==> src/rtl/ysyx_22050039_ifu.sv <==
// ysyx_22050039_ifu: single-outstanding instruction fetch unit owning the PC; YSYX_22050039_IFU_MISALIGN_CHK_EN enables the misaligned-redirect trap (ERR state, fetch_err)
module ysyx_22050039_ifu #(
    parameter int                XLEN     = 64,
    parameter int                INST_LEN = 32,
    parameter logic [XLEN-1:0]   RESET_PC = 64'h8000_0000
) (
    input  logic                clk,
    input  logic                rst,
    output logic                imem_req_valid,
    input  logic                imem_req_ready,
    output logic [XLEN-1:0]     imem_addr,
    input  logic                imem_resp_valid,
    input  logic [INST_LEN-1:0] imem_resp_data,
    output logic                inst_valid,
    input  logic                inst_ready,
    output logic [INST_LEN-1:0] inst,
    output logic [XLEN-1:0]     pc,
    input  logic                pc_wen,
    input  logic [XLEN-1:0]     dnpc,
    input  logic                halt,
    output logic                fetch_err
);
    typedef enum logic [2:0] {
        S_REQ, S_WAIT, S_HOLD, S_HALT
`ifdef YSYX_22050039_IFU_MISALIGN_CHK_EN
        , S_ERR
`endif
    } state_t;
    state_t              state_q;
    logic [XLEN-1:0]     pc_q;
    logic [XLEN-1:0]     pc_d;
    logic [INST_LEN-1:0] inst_q;
    logic                req_valid_q;
    logic                inst_valid_q;
    logic                misalign;
    assign pc_d = pc_wen ? dnpc : pc_q + XLEN'(4);
`ifdef YSYX_22050039_IFU_MISALIGN_CHK_EN
    logic err_q;
    assign misalign  = pc_wen && (dnpc[1:0] != 2'b00);
    assign fetch_err = err_q;
`else
    assign misalign  = 1'b0;
    assign fetch_err = 1'b0;
`endif
    assign imem_req_valid = req_valid_q;
    assign imem_addr      = pc_q;
    assign inst_valid     = inst_valid_q;
    assign inst           = inst_q;
    assign pc             = pc_q;
    // fetch FSM: request -> wait for response -> hold for decoder -> advance or stop
    always_ff @(posedge clk) begin
        if (rst) begin
            state_q      <= S_REQ;
            pc_q         <= RESET_PC;
            inst_q       <= '0;
            req_valid_q  <= 1'b1;
            inst_valid_q <= 1'b0;
`ifdef YSYX_22050039_IFU_MISALIGN_CHK_EN
            err_q        <= 1'b0;
`endif
        end else begin
            case (state_q)
                S_REQ: if (imem_req_ready) begin
                    state_q     <= S_WAIT;
                    req_valid_q <= 1'b0;
                end
                S_WAIT: if (imem_resp_valid) begin
                    state_q      <= S_HOLD;
                    inst_q       <= imem_resp_data;
                    inst_valid_q <= 1'b1;
                end
                S_HOLD: if (inst_ready) begin
                    inst_valid_q <= 1'b0;
                    if (halt) begin
                        state_q <= S_HALT;
                    end else if (misalign) begin
`ifdef YSYX_22050039_IFU_MISALIGN_CHK_EN
                        state_q <= S_ERR;
                        pc_q    <= dnpc;
                        err_q   <= 1'b1;
`endif
                    end else begin
                        state_q     <= S_REQ;
                        pc_q        <= pc_d;
                        req_valid_q <= 1'b1;
                    end
                end
                default: ;
            endcase
        end
    end
endmodule
==> config.mk <==
export PLATFORM = sky130hd
export DESIGN_NAME = ysyx_22050039_ifu
export DESIGN_NICKNAME = d
export VERILOG_FILES = /design/src/rtl/ysyx_22050039_ifu.sv
export SDC_FILE = /design/constraint.sdc
export NUM_CORES = 1
export LEC_CHECK = 0
export ABC_CLOCK_PERIOD_IN_PS = 2500
export BUFFER_PORTS_ARGS = -buffer_cell sky130_fd_sc_hd__clkbuf_2
export CAP_MARGIN = 15
export CORE_UTILIZATION = 30
export DETAILED_ROUTE_END_ITERATION = 6
export MAX_ROUTING_LAYER = met4
export PLACE_DENSITY = 0.66
export SETUP_SLACK_MARGIN = 0.5
export SLEW_MARGIN = 20
export SYNTH_ARGS = -nofsm -noshare
export SYNTH_HDL_FRONTEND = slang
export SYNTH_SLANG_ARGS = --single-unit
export TNS_END_PERCENT = 50
==> constraint.sdc <==
create_clock -name clk -period 2.5 [get_ports clk]
set_input_delay 0.5 -clock clk [delete_from_list [all_inputs] [get_ports clk]]
set_output_delay 0.5 -clock clk [all_outputs]
set_load 0.005 [all_outputs]
==> impl_metrics.env <==
export IMPL_outcome="finished clean"
export IMPL_drtPass1Iterations=5
export IMPL_powerDensity_mw_per_mm2=458
export IMPL_slew_viol_final=0
export IMPL_combPwrFrac_pct=14.3
export IMPL_clkTransAtPathRegs_ns=0.07
export IMPL_synth_warnings=0
export IMPL_synth_seq_area_share_pct=33.2
export IMPL_cap_violations=0
export IMPL_final_cell_mix="clkbuf_2 (262), nand2_1 (111), a21oi_1 (97), buf_4 (69), dfxtp_1 (64)"
export IMPL_cts_buffers=9
export IMPL_cts_max_level=3
export IMPL_pin_count=266
export IMPL_wl_mm=21.9
export IMPL_worstPathMaxFanout=6
export IMPL_cts_max_path_buffers=2
export IMPL_pwr_share_seq_pct=45.8
export IMPL_setup_viol=0
export IMPL_path_class="register to register"
export IMPL_hp_class="input pin to register"
export IMPL_irDropWorstVdd_v=0.000353
export IMPL_syn_num_nets=928
export IMPL_grt_pass1_wl_mm=33.3
export IMPL_synth_area_per_cell_um2=7.36
export IMPL_root_buffer="clkbuf_16"
export IMPL_cts_tree="yes"
export IMPL_drc=0
export IMPL_p_sw_w=0.00102
export IMPL_grt_max_degree=64
export IMPL_tightest_slew_ns=0.562
export IMPL_row_count=51
export IMPL_synthCells=820
export IMPL_fp_dieW_um=144
export IMPL_clkSinkCount=100
export IMPL_worst_setup_path_end_kind="register"
export IMPL_min_period_ns=1.96
export IMPL_synth_edff_count=0
export IMPL_fin_setup_tns_ns=0
export IMPL_cts_hold_buf=0
export IMPL_fmax_mhz=511
export IMPL_gp_congestion=0.881
export IMPL_die_area_mm2=0.0207
export IMPL_cp_arrival_ns=2.20
export IMPL_finalClockSkew_ns=0.0108
export IMPL_cp_start_kind="register"
export IMPL_n_fill_cell=2076
export IMPL_rsz0062_at_grt="true"
export IMPL_nets=1153
export IMPL_syn_to_final_growth_pct=34.8
export IMPL_synth_area_mm2=0.00604
export IMPL_finalHoldViolCount=0
export IMPL_power_clock_fraction_pct=39.8
export IMPL_drive_above_1_share_pct=40.4
export IMPL_pre_cts_ws_ns=0.178
export IMPL_core_area_mm2=0.0196
export IMPL_start_util_pct=30.8
export IMPL_final_min_period_over_clock_period_pct=78.3
export IMPL_async_flop_share_pct=0
export IMPL_vias=6932
export IMPL_grt_pass1_vias=6320
export IMPL_fp_dieH_um=144
export IMPL_ant_nets=0
export IMPL_internal_power_w=0.00271
export IMPL_grt_ovfl_total=0
export IMPL_netlist_cell_type_count=59
export IMPL_drt_iter0_markers=374
export IMPL_place_detailed_hpwl_mm=15.5
export IMPL_synth_seq_cells=100
export IMPL_grt_total_usage_pct=21.5
export IMPL_viasPerCell=5.27
export IMPL_p_sw_share_pct=27.3
export IMPL_crit_required_ns=2.74
export IMPL_layout_commonest_cell="clkbuf_2"
export IMPL_antenna_found_initial=2
export IMPL_p_leak_nw=3.45
export IMPL_final_setup_worst_slack_ns=0.542
export IMPL_wire_per_inst_um=16.6
export IMPL_synth_ff_type="dfxtp_1"
export IMPL_io_buffers=264
export IMPL_maxSlewHeadroom_pct=62.5
export IMPL_insertion_delay_ns=0.36
[sequential cells by signal, indices dropped and copies added, names as in the netlist]
register / cells
imem_addr: 64
inst: 32
state_q: 2
imem_req_valid: 1
inst_valid: 1
[worst max-delay path: stages (launching register included)]
cell and delay [ns]:
dfxtp_1 0.40, nand2_1 0.18, nor3_1 0.37, nand4_1 0.25, nor2_2 0.21, a31oi_1 0.10
or3b_1 0.34
[metal layers]
layer | GRT usage (%) | share of wire (%) | vias to the layer above
met5 | - | 0 | -
met4 | 7.89 | 2.5 | 0
met3 | 5.63 | 8.9 | 44
met2 | 33.5 | 47 | 345
met1 | 26.4 | 42 | 3182
li1 | - | - | 3361
[stage by stage]
stage	hold slack [ns]	util, %	cells	total power (W)	area [um^2]
6_report	0.349	41.5	1316	0.00372	8140
5_1_grt	0.344	41.5	1316	0.00390	8140
4_1_cts	0.341	39.8	1293	0.00377	7790
3_5_place_dp	0.448	37.4	1269	0.00228	7330
3_3_place_gp	0.441	37.4	1269	0.00227	7330
2_1_floorplan	0.453	-	820	0.00205	6040
[power by group through the flow]
stage	registers, W	logic [W]	clock network (W)
finish	0.00171	0.000534	0.00148
global route	0.00172	0.000600	0.00158
CTS	0.00172	0.000530	0.00152
detailed placement	0.00175	0.000528	0
global placement	0.00175	0.000523	0
floorplan	0.00175	0.000296	0
[synth_stat cells (5+ instances only)]
cell	n	share of area, %
o31ai_1	7	0.87
nand2_1	113	7.0
a31oi_1	19	2.0
nor3_1	20	1.7
nor4_1	16	1.7
clkbuf_1	41	2.5
buf_1	10	0.62
nand3_1	44	3.6
buf_4	65	8.1
dfxtp_1	100	33
nand4_1	24	2.5
nand2b_1	6	0.62
a211oi_1	7	0.87
or4_1	6	0.75
mux2i_1	14	2.3
a22oi_1	15	1.9
inv_1	11	0.68
buf_2	6	0.50
and3_1	21	2.2
o211ai_1	6	0.75
ha_1	5	1.0
nor2b_1	10	1.0
nor2_1	49	3.0
a21oi_1	97	8.0
o22ai_1	9	0.93
or3_1	5	0.52
o21ai_0	41	3.4
[final timing paths]
| kind | start | end | slack (ns) | cells past startpoint |
|---|---|---|---|---|
| max | imem_addr[30] | imem_addr[52] | 0.54 | 6 |
| min | imem_resp_data[30] | inst[30] | 0.35 | 3 |
| max reg2reg | imem_addr[30] | imem_addr[52] | 0.54 | 6 |
| min reg2reg | inst[30] | inst[30] | 0.46 | 2 |
[layout make-up]
class	instances	area [um^2]	area share, %
tap	265	332	4.08
multi-input combinational	586	3450	42.5
inverter	12	45.0	0.554
clock buffer	12	256	3.15
clock inverter	3	46.3	0.569
timing repair buffer	336	1910	23.5
sequential	100	2080	25.6
antenna	2	5.00	0.0615
[logic make-up after synthesis]
group                    share of synthesized area [%]
adder cells (fa/ha/maj)                           1.04
multiplexers                                      2.69
AO/OA/AOI/OAI                                     21.7
other                                           0.0621
AND/OR/NAND/NOR                                   28.9
flip-flops                                        33.2
buffers and inverters                             12.5
[what timing repair did]
| action | CTS | global route |
|---|---|---|
| cloned | 0 | 1 |
| resized for setup | 37 | 54 |
| setup buffers | 9 | 20 |
| pin swaps | 11 | 21 |
| endpoints found under the setup margin | 38 | 32 |
No activity file was read; power rests on OpenSTA's default activity.
